[src/rtl/i2c_master.sv]
// Byte-level I2C master: one START/WRITE/READ/STOP command in, one response out.
// Drives open-drain SCL/SDA enables in four quarter-bit phases of CLK_DIV clocks each.
module i2c_master #(
    parameter int CLK_DIV = 31
) (
    input  logic       clk,
    input  logic       rst,
    input  logic       cmd_valid,
    input  logic [1:0] cmd,
    input  logic [7:0] wr_data,
    input  logic       rd_nack,
    output logic       cmd_ready,
    output logic       rsp_valid,
    output logic [7:0] rd_data,
    output logic       ack_err,
    output logic       busy,
    output logic       scl_oe,
    output logic       sda_oe,
    input  logic       sda_in,
    output logic [2:0] state_dbg
);
    localparam int PW = (CLK_DIV > 1) ? $clog2(CLK_DIV) : 1;
    localparam logic [PW-1:0] PHASE_LAST = PW'(CLK_DIV - 1);

    localparam logic [2:0] S_IDLE  = 3'd0;
    localparam logic [2:0] S_START = 3'd1;
    localparam logic [2:0] S_BIT   = 3'd2;
    localparam logic [2:0] S_ACK   = 3'd3;
    localparam logic [2:0] S_STOP  = 3'd4;

    localparam logic [1:0] CMD_START = 2'b00;
    localparam logic [1:0] CMD_READ  = 2'b10;
    localparam logic [1:0] CMD_STOP  = 2'b11;

    logic [2:0]    state_q, state_d;
    logic [1:0]    quarter_q, quarter_d;
    logic [PW-1:0] phase_cnt_q, phase_cnt_d;
    logic [2:0]    bit_cnt_q, bit_cnt_d;
    logic [7:0]    shift_q, shift_d;
    logic          is_read_q, is_read_d;
    logic          nack_q, nack_d;
    logic          ack_bit_q, ack_bit_d;
    logic          busy_q, busy_d;
    logic          rsp_valid_q, rsp_valid_d;
    logic          ack_err_q, ack_err_d;
    logic [7:0]    rd_data_q, rd_data_d;
    logic          scl_oe_q, scl_oe_d;
    logic          sda_oe_q, sda_oe_d;
    logic          sync1_q, sync2_q;
    logic          phase_end;
    logic          bit_val;

    // Handshake: a command is taken on any edge with cmd_valid & cmd_ready; cmd_ready is
    // high only in IDLE, so it is high again in the cycle rsp_valid pulses.
    assign cmd_ready = (state_q == S_IDLE);
    assign rsp_valid = rsp_valid_q;
    assign rd_data   = rd_data_q;
    assign ack_err   = ack_err_q;
    assign busy      = busy_q;
    assign scl_oe    = scl_oe_q;
    assign sda_oe    = sda_oe_q;
    assign state_dbg = state_q;

    always_comb begin
        state_d     = state_q;
        quarter_d   = quarter_q;
        phase_cnt_d = phase_cnt_q;
        bit_cnt_d   = bit_cnt_q;
        shift_d     = shift_q;
        is_read_d   = is_read_q;
        nack_d      = nack_q;
        ack_bit_d   = ack_bit_q;
        busy_d      = busy_q;
        rsp_valid_d = 1'b0;
        ack_err_d   = ack_err_q;
        rd_data_d   = rd_data_q;
        scl_oe_d    = scl_oe_q;
        sda_oe_d    = sda_oe_q;
        phase_end   = (phase_cnt_q == PHASE_LAST);

        if (state_q == S_IDLE) begin
            if (cmd_valid) begin
                phase_cnt_d = '0;
                quarter_d   = 2'd0;
                bit_cnt_d   = 3'd0;
                case (cmd)
                    CMD_START: state_d = S_START;
                    CMD_STOP: begin
                        if (busy_q) begin
                            state_d = S_STOP;
                        end else begin
                            rsp_valid_d = 1'b1;
                            ack_err_d   = 1'b0;
                        end
                    end
                    default: begin
                        if (busy_q) begin
                            state_d   = S_BIT;
                            shift_d   = wr_data;
                            is_read_d = (cmd == CMD_READ);
                            nack_d    = rd_nack;
                        end else begin
                            rsp_valid_d = 1'b1;
                            ack_err_d   = 1'b1;
                        end
                    end
                endcase
            end
        end else begin
            phase_cnt_d = phase_end ? '0 : phase_cnt_q + 1'b1;
            if (phase_end) quarter_d = quarter_q + 2'd1;
            // SCL has been high for a full phase by the end of P2: sample there.
            if (phase_end && quarter_q == 2'd2) begin
                if (state_q == S_BIT && is_read_q) shift_d = {shift_q[6:0], sync2_q};
                if (state_q == S_ACK) ack_bit_d = sync2_q;
            end
            if (phase_end && quarter_q == 2'd3) begin
                if (state_q == S_BIT) begin
                    if (bit_cnt_q == 3'd7) state_d = S_ACK;
                    else bit_cnt_d = bit_cnt_q + 3'd1;
                end else begin
                    state_d     = S_IDLE;
                    rsp_valid_d = 1'b1;
                    ack_err_d   = (state_q == S_ACK) && !is_read_q && ack_bit_q;
                    if (state_q == S_ACK && is_read_q) rd_data_d = shift_q;
                end
            end
        end

        // Line enables are registered from the next state so the pads never glitch.
        bit_val = shift_d[3'd7 - bit_cnt_d];
        case (state_d)
            S_START: begin
                case (quarter_d)
                    2'd0: sda_oe_d = 1'b0;
                    2'd1: scl_oe_d = 1'b0;
                    2'd2: begin
                        sda_oe_d = 1'b1;
                        busy_d   = 1'b1;
                    end
                    default: scl_oe_d = 1'b1;
                endcase
            end
            S_BIT, S_ACK: begin
                case (quarter_d)
                    2'd0: begin
                        scl_oe_d = 1'b1;
                        if (state_d == S_ACK) sda_oe_d = is_read_d & ~nack_d;
                        else sda_oe_d = ~is_read_d & ~bit_val;
                    end
                    2'd3:    scl_oe_d = 1'b1;
                    default: scl_oe_d = 1'b0;
                endcase
            end
            S_STOP: begin
                case (quarter_d)
                    2'd0: begin
                        scl_oe_d = 1'b1;
                        sda_oe_d = 1'b1;
                    end
                    2'd1: scl_oe_d = 1'b0;
                    2'd2: sda_oe_d = 1'b0;
                    default: begin
                        scl_oe_d = 1'b0;
                        sda_oe_d = 1'b0;
                        busy_d   = 1'b0;
                    end
                endcase
            end
            default: ;
        endcase
    end

    always_ff @(posedge clk) begin
        if (rst) begin
            state_q     <= S_IDLE;
            quarter_q   <= 2'd0;
            phase_cnt_q <= '0;
            bit_cnt_q   <= 3'd0;
            shift_q     <= 8'h00;
            is_read_q   <= 1'b0;
            nack_q      <= 1'b0;
            ack_bit_q   <= 1'b0;
            busy_q      <= 1'b0;
            rsp_valid_q <= 1'b0;
            ack_err_q   <= 1'b0;
            rd_data_q   <= 8'h00;
            scl_oe_q    <= 1'b0;
            sda_oe_q    <= 1'b0;
            sync1_q     <= 1'b1;
            sync2_q     <= 1'b1;
        end else begin
            state_q     <= state_d;
            quarter_q   <= quarter_d;
            phase_cnt_q <= phase_cnt_d;
            bit_cnt_q   <= bit_cnt_d;
            shift_q     <= shift_d;
            is_read_q   <= is_read_d;
            nack_q      <= nack_d;
            ack_bit_q   <= ack_bit_d;
            busy_q      <= busy_d;
            rsp_valid_q <= rsp_valid_d;
            ack_err_q   <= ack_err_d;
            rd_data_q   <= rd_data_d;
            scl_oe_q    <= scl_oe_d;
            sda_oe_q    <= sda_oe_d;
            sync1_q     <= sda_in;
            sync2_q     <= sync1_q;
        end
    end
endmodule

[config.mk]
export PLATFORM = sky130hd
export DESIGN_NAME = i2c_master
export DESIGN_NICKNAME = d
export VERILOG_FILES = /design/src/rtl/i2c_master.sv
export SDC_FILE = /design/constraint.sdc
export NUM_CORES = 1
export LEC_CHECK = 0
export BUFFER_PORTS_ARGS = -buffer_cell sky130_fd_sc_hd__buf_2
export CAP_MARGIN = 5
export CORE_ASPECT_RATIO = 1.2
export CORE_MARGIN = 8
export CORE_UTILIZATION = 41
export CTS_CLUSTER_DIAMETER = 120
export DETAILED_ROUTE_END_ITERATION = 8
export PLACE_DENSITY = 0.61
export REMOVE_ABC_BUFFERS = 1
export SETUP_SLACK_MARGIN = 0.2
export SYNTH_ARGS = -nofsm -noshare
export SYNTH_HDL_FRONTEND = slang
export SYNTH_SLANG_ARGS = --single-unit
[constraint.sdc]
create_clock -name clk -period 2.2 [get_ports clk]
set_input_delay 0.22 -clock clk [delete_from_list [all_inputs] [get_ports clk]]
set_output_delay 0.22 -clock clk [all_outputs]
set_load 0.01 [all_outputs]
==> results of run 1 <==
==> metal layers <==
layer | part of all wire | global-route usage
met5 | 0 | 0
met4 | 0.014 | 0.0522
met3 | 0.037 | 0.0355
met2 | 0.50 | 0.259
met1 | 0.45 | 0.186
==> flip-flops by register name, indices dropped and copies added, names as in the netlist <==
register and cells:
quarter_q 2, state_dbg 3, nack_q 1, rd_data 8, is_read_q 1, busy 1
sync1_q 1, shift_q 8, phase_cnt_q 5, ack_bit_q 1, sda_oe 1, ack_err 1
scl_oe 1, bit_cnt_q 3, sync2_q 1, rsp_valid 1
==> cell families (layout without fill, tap and decap cells) <==
kind of cell / Yosys count / in the layout / synth area share
flops: 39 / 39 / 0.379
mux: 16 / 16 / 0.0845
fa+ha+maj: 12 / 12 / 0.0729
compound gates: 61 / 61 / 0.213
simple gates: 79 / 79 / 0.199
buf+inv: 25 / 116 / 0.0505
==> cell type report <==
type | instances | share of cell area
inverter | 15 | 0.0183
tap | 60 | 0.0244
clock inverter | 2 | 0.0122
multi-input combinational | 168 | 0.456
clock buffer | 5 | 0.0224
sequential | 39 | 0.258
timing repair buffer | 94 | 0.209
==> path summary, 6_finish.rpt <==
kind | from | depth (start not counted) | end | slack, ps
setup / recovery | phase_cnt_q[0] | 10 | sda_oe | -200
hold reg to reg | sync1_q | 1 | sync2_q | 420
setup reg to reg | phase_cnt_q[0] | 10 | sda_oe | -200
hold / removal | sda_in | 2 | sync1_q | 100
==> through the flow <==
step	hold slack [ps]	cell area, um^2
2_1_floorplan	289	2010
3_3_place_gp	398	2630
3_5_place_dp	402	2630
4_1_cts	98.7	2830
5_1_grt	100	3070
6_report	102	3070
==> power breakdown <==
part | switching, W | internal, W
Clock | 0.000271 | 0.000332
Combinational | 0.0000635 | 0.0000562
Sequential | 0.00000333 | 0.000709
==> cells in the final DEF (no fill, tap or decap), drive strengths merged, types with 2 or more instances in the layout <==
master / n
nor4: 5
or4b: 2
mux2i: 15
nor3: 5
or2: 2
nor2: 39
inv: 15
or3b: 2
clkbuf: 5
ha: 12
o211ai: 3
o32ai: 2
dfxtp: 39
a211oi: 2
a21oi: 19
o21ai: 5
a211o: 2
a311oi: 3
a32oi: 2
nand2: 11
a41oi: 2
a31o: 4
nand3: 2
buf: 94
a22o: 6
nand4: 2
a22oi: 2
==> timing repair <==
item	CTS	global route
pin swaps	4	24
buffers inserted	3	8
resized for setup	15	44
endpoints found under the setup margin	5	10
==> critical path, cell delays in order (launching register included) <==
cell and delay [ps]:
dfxtp_2 330, inv_2 60, ha_4 120, nand4_1 80
buf_4 180, or4b_4 570, mux2i_4 220, nor2_4 160
mux2i_1 110, a31o_2 250, o32ai_2 230
==> qor.csv, run 1 <==
metric,value,unit
status,"finished, violations left",
violated checks,setup timing,
# diodes,0,
placed insts,365,
Worst setup EP type,register,
CP arrival,2610,ps
Synth area leader,dfxtp_1,
largest net degree at the start of global routing,29,
ys flop type,dfxtp_1,
RSZ-0062 raised after global routing,true,
Layout area overhead,49.4,%
first-pass GRT wire length,9440,um
layout cells sized above 1,0.489,
Tightest Hold Check Type,input pin to register,
max-slew violations,0,
Tightest Pin Transition,431,ps
Finished Layout Cells,383,
port buffer count,31,
Starting Density,0.420,
max_cap viols,0,
VDD IR max,0.380,mV
clk buf depth,2,
die height,93.6,um
Placer Congestion,0.830,
CTS Root Buffer Type,clkbuf_8,
syn avg cell area,8.87,um^2
hpwl dp,4100,um
Synth Register Bits,39,
core area,4900,um^2
top cell type's share of synthesized area,0.379,
Sequential Area,792,um^2
Total GRT Usage,0.154,
H-tree level count,2,
CTS tree,yes,
number of fill cells,436,
DRC viols,0,
Final Power,0.00143,W
Routed wire per std cell,15.5,um
Clock transition at path regs,80,ps
Detailed Routing Iterations Pass 1,5,
initial antenna violation count,0,
fmax,417,MHz
synthesis warning total,0,
Final ANT Viol Nets,0,
Leak,1.34,nW
Final Setup Violations,1,
setup TNS,-199,ps
DRT iter0 DRCs,93,
hold buffers post-CTS,0,
Post-Synthesis Cells,232,
vias in the first global route,2111,
CTS sink cnt,39,
Post-synth top cells,"dfxtp_1 (39), nor2_1 (38), a21oi_1 (18), inv_1 (14), mux2i_1 (14)",
relative slew slack,0.712,
Die Footprint,7550,um^2
Vias per Instance,5.43,
Vias,2079,
# rows,28,
ys async rst share,0,
clock skew,4.09,ps
CP required,2410,ps
layout net count,350,
Tcrit/Tclk final,1.09,
CTS buffer count,5,
sequential fraction of the synthesis area,0.379,
Synth Cell Area,2060,um^2
pre-CTS setup slack,-323,ps
most common cell in the netlist,dfxtp_1,
total count of hold-check failures in the final report,0,
area occupied by multi-input gates,1400,um^2
synth unique cells,56,
"critical path fanouts, max",5,
die extent in x,80.7,um
Period minus WS final,2400,ps
Post-synth EDFFs,0,
"Clk Latency, worst-skew pair",300,ps
PwrDens,467,nW/um^2
CP startpoint kind,register,
"Worst Setup Slack, final",-199,ps
Top-Level Pins,32,
Total Routed Length,5960,um
GRT overflow,0,
"top cells by area, synth","dfxtp_1 (38%), ha_1 (7.3%), nor2_1 (6.9%), mux2i_1 (6.8%), a21oi_1 (4.4%)",
final cell utilization of the core,0.627,
Setup CP Type,register to register,
No activity file was read; power rests on OpenSTA's default activity.
==> inputs of run 2 (changes only) <==
ABC_AREA = 1   (was default)
==> run 2 against run 1 <==
Compared with the run above:
- the flow now finishes without violations
- synthesized area rose by 6.7%
- sequential share of layout area rose by 2.1 points
- fmax rose by 21%
- sequential power rose by 7.3%
- combinational power rose to 3.3 times the previous value
- wire length fell by 0.24%
- critical path depth rose by 6
- setup slack improved by 420 ps
- sequential cell count did not move
- clock power fell by 17%
- via count rose by 8.8%
- synthesized cell count rose by 37%
- largest cell class unchanged
==> qor.csv, run 2 <==
metric,value,unit,change
ys async rst share,0,,unchanged
hold buffers post-CTS,0,,unchanged
Die Footprint,7970,um^2,was 7550 um^2
"leading cell types in the layout, fill and taps excluded","nand2_1 (61), inv_1 (33), dfxtp_1 (33)",,"was buf_4 (59), nor2_1 (35), dfxtp_1 (34)"
Worst path top cell family by delay,simple AND/OR/NAND/NOR gates,,unchanged
status,"finished, final reports clean",,"was finished, violations left"
CP bufs+invs,3,,was 2
layout net count,402,,was 350
max-slew violations,0,,unchanged
Final Power,0.00166,W,was 0.00143 W
# rows,29,,was 28
Total Routed Length,5940,um,was 5960 um
"critical path fanouts, max",6,,was 5
"top cells by area, synth","dfxtp_1 (36%), nand2_1 (11%), nand3_1 (7.3%), inv_1 (7.0%), a21oi_1 (6.8%)",,"was dfxtp_1 (38%), ha_1 (7.3%), nor2_1 (6.9%), mux2i_1 (6.8%), a21oi_1 (4.4%)"
Synth area leader,dfxtp_1,,unchanged
"most common cell after layout, fill and taps aside",nand2_1,,was buf_4
Starting Density,0.420,,about the same
Layout area overhead,29.2,%,was 49.4%
Detailed Routing Iterations Pass 1,4,,was 5
Worst R2R Setup Slack,220,ps,was -200 ps
Total GRT Usage,0.155,,was 0.154
Routed wire per std cell,13.6,um,was 15.5 um
Final ANT Viol Nets,0,,unchanged
CP max-delay cell,dfxtp_2,,was or4b_4
Synth Register Bits,39,,unchanged
Tightest Pin Transition,517,ps,was 431 ps
fmax,506,MHz,was 417 MHz
DRC viols,0,,unchanged
Post-synth EDFFs,0,,unchanged
Final Setup Violations,0,,was 1
GRT overflow,0,,unchanged
initial antenna violation count,0,,unchanged
"Clk Latency, worst-skew pair",290,ps,was 300 ps
CTS buffer count,5,,unchanged
H-tree level count,2,,unchanged
Vias,2262,,was 2079
Period minus WS final,1980,ps,was 2400 ps
layout cells sized above 1,0.315,,was 0.489
hpwl dp,4420,um,was 4100 um
total count of hold-check failures in the final report,0,,unchanged
# diodes,0,,unchanged
ys flop type,dfxtp_1,,unchanged
CTS tree,yes,,unchanged
VDD IR max,0.284,mV,was 0.380 mV
clock skew,2.94,ps,was 4.09 ps
CTS sink cnt,39,,unchanged
Leak,1.33,nW,was 1.34 nW
first-pass GRT wire length,10200,um,was 9440 um
DRT iter0 DRCs,100,,was 93
Top-Level Pins,32,,unchanged
Tcrit/Tclk final,0.899,,was 1.09
PwrDens,586,nW/um^2,was 467 nW/um^2
synthesis warning total,0,,unchanged
CP required,2430,ps,was 2410 ps
core area,5230,um^2,was 4900 um^2
Clock transition at path regs,80,ps,about the same
crit-path cells,inv_2 > ha_4 > nand2_4 > buf_4 > nor3_4 > buf_6 > nand3_1 > nand3_2 > nand2_1 > nand2_1 > nand3_1 > nand3_1 > nand3_1 > nand2_1 > nand2_1 > a21oi_1,,was inv_2 > ha_4 > nand4_1 > buf_4 > or4b_4 > mux2i_4 > nor2_4 > mux2i_1 > a31o_2 > o32ai_2
CP arrival,2200,ps,was 2610 ps
synth unique cells,30,,was 56
Worst setup EP type,register,,unchanged
CP peak stage delay,330,ps,was 570 ps
CP startpoint kind,register,,unchanged
Vias per Instance,5.18,,was 5.43
syn avg cell area,6.93,um^2,was 8.87 um^2
max_cap viols,0,,unchanged
sequential fraction of the synthesis area,0.355,,was 0.379
top cell type's share of synthesized area,0.355,,was 0.379
Post-synth top cells,"nand2_1 (64), inv_1 (41), dfxtp_1 (39), nand3_1 (32), a21oi_1 (30)",,"was dfxtp_1 (39), nor2_1 (38), a21oi_1 (18), inv_1 (14), mux2i_1 (14)"
vias in the first global route,2215,,was 2111
relative slew slack,0.656,,was 0.712
CTS Root Buffer Type,clkbuf_8,,unchanged
die extent in x,82.8,um,was 80.7 um
die height,96.2,um,was 93.6 um
Tightest Hold Check Type,input pin to register,,unchanged
Post-Synthesis Cells,317,,was 232
final cell utilization of the core,0.543,,was 0.627
most common cell in the netlist,nand2_1,,was dfxtp_1
port buffer count,31,,unchanged
largest net degree at the start of global routing,28,,was 29
Setup CP Type,register to register,,unchanged
Placer Congestion,0.913,,was 0.830
clk buf depth,2,,unchanged
Synth Cell Area,2200,um^2,was 2060 um^2
RSZ-0062 raised after global routing,true,,unchanged
[run 2: changes by cell type after synthesis, sizes merged, moves of 3 or more]
cell,delta
buf,-3
o21a,+3
a22o,-6
nor4,-5
o21ai,+19
a31o,-4
nand3,+30
mux2i,-14
a21oi,+11
nand2,+56
a311oi,-3
nor3,+3
inv,+29
nor2,-7
[run 2: cell type report]
class / count / area, um^2
Timing Repair Buffer: 58 / 362
Inverter: 44 / 165
Tap cell: 62 / 77.6
Fill cell: 553 / 2390
Clock inverter: 1 / 5.00
Sequential cell: 39 / 791
Multi-Input combinational cell: 227 / 1360
Clock buffer: 6 / 82.6
[run 2: what timing repair did]
action                                 4_1_cts  5_1_grt
resized for setup                           18       27
setup endpoints to repair                    3        3
setup buffers                                8        3
pin swaps                                    7       19
endpoints found under the hold margin        0        0
[run 2: power by group]
group          total, W  switching (W)  internal [W]
clock          0.000500       0.000254      0.000246
combinational  0.000400       0.000249      0.000151
sequential     0.000764      0.0000217      0.000742
total           0.00166       0.000525       0.00114
[run 2: routing by layer]
metal	part of all wire	track usage
met5	0	0
met4	0.022	0.0499
met3	0.044	0.0356
met2	0.51	0.301
met1	0.43	0.161
[run 2: path summary, 6_finish.rpt]
kind / depth (start not counted) / to / start
setup / recovery: 16 / sda_oe / phase_cnt_q[0]
hold / removal: 2 / sync1_q / sda_in
hold reg to reg: 1 / sync2_q / sync1_q
setup reg to reg: 16 / sda_oe / phase_cnt_q[0]
[run 2: per-stage QoR]
step,std cells,cell area (um^2),setup TNS (ps),setup WS [ps],hold slack (ps)
4_1_cts,434,2730,0,201,110
6_report,437,2840,0,222,118
5_1_grt,437,2840,0,67.1,120
3_5_place_dp,419,2520,0,5.73,397
3_3_place_gp,419,2520,0,32.6,400
2_1_floorplan,310,2170,-476,-248,289
[run 2: logic make-up after synthesis]
logic type / Yosys count / share of synthesized area
AND/OR/NAND/NOR: 146 / 0.309
XOR/XNOR: 3 / 0.0120
AO/OA/AOI/OAI: 65 / 0.163
buffers and inverters: 51 / 0.0883
flip-flops: 39 / 0.355
adder cells (fa/ha/maj): 12 / 0.0683
multiplexers: 1 / 0.00456
[run 2: worst register-to-register path, delay by kind of cell (launching register included)]
kind / cells / cell delay (ps)
fa+ha+maj: 1 / 140
flops: 1 / 330
compound gates: 1 / 110
simple gates: 11 / 960
buf+inv: 3 / 380
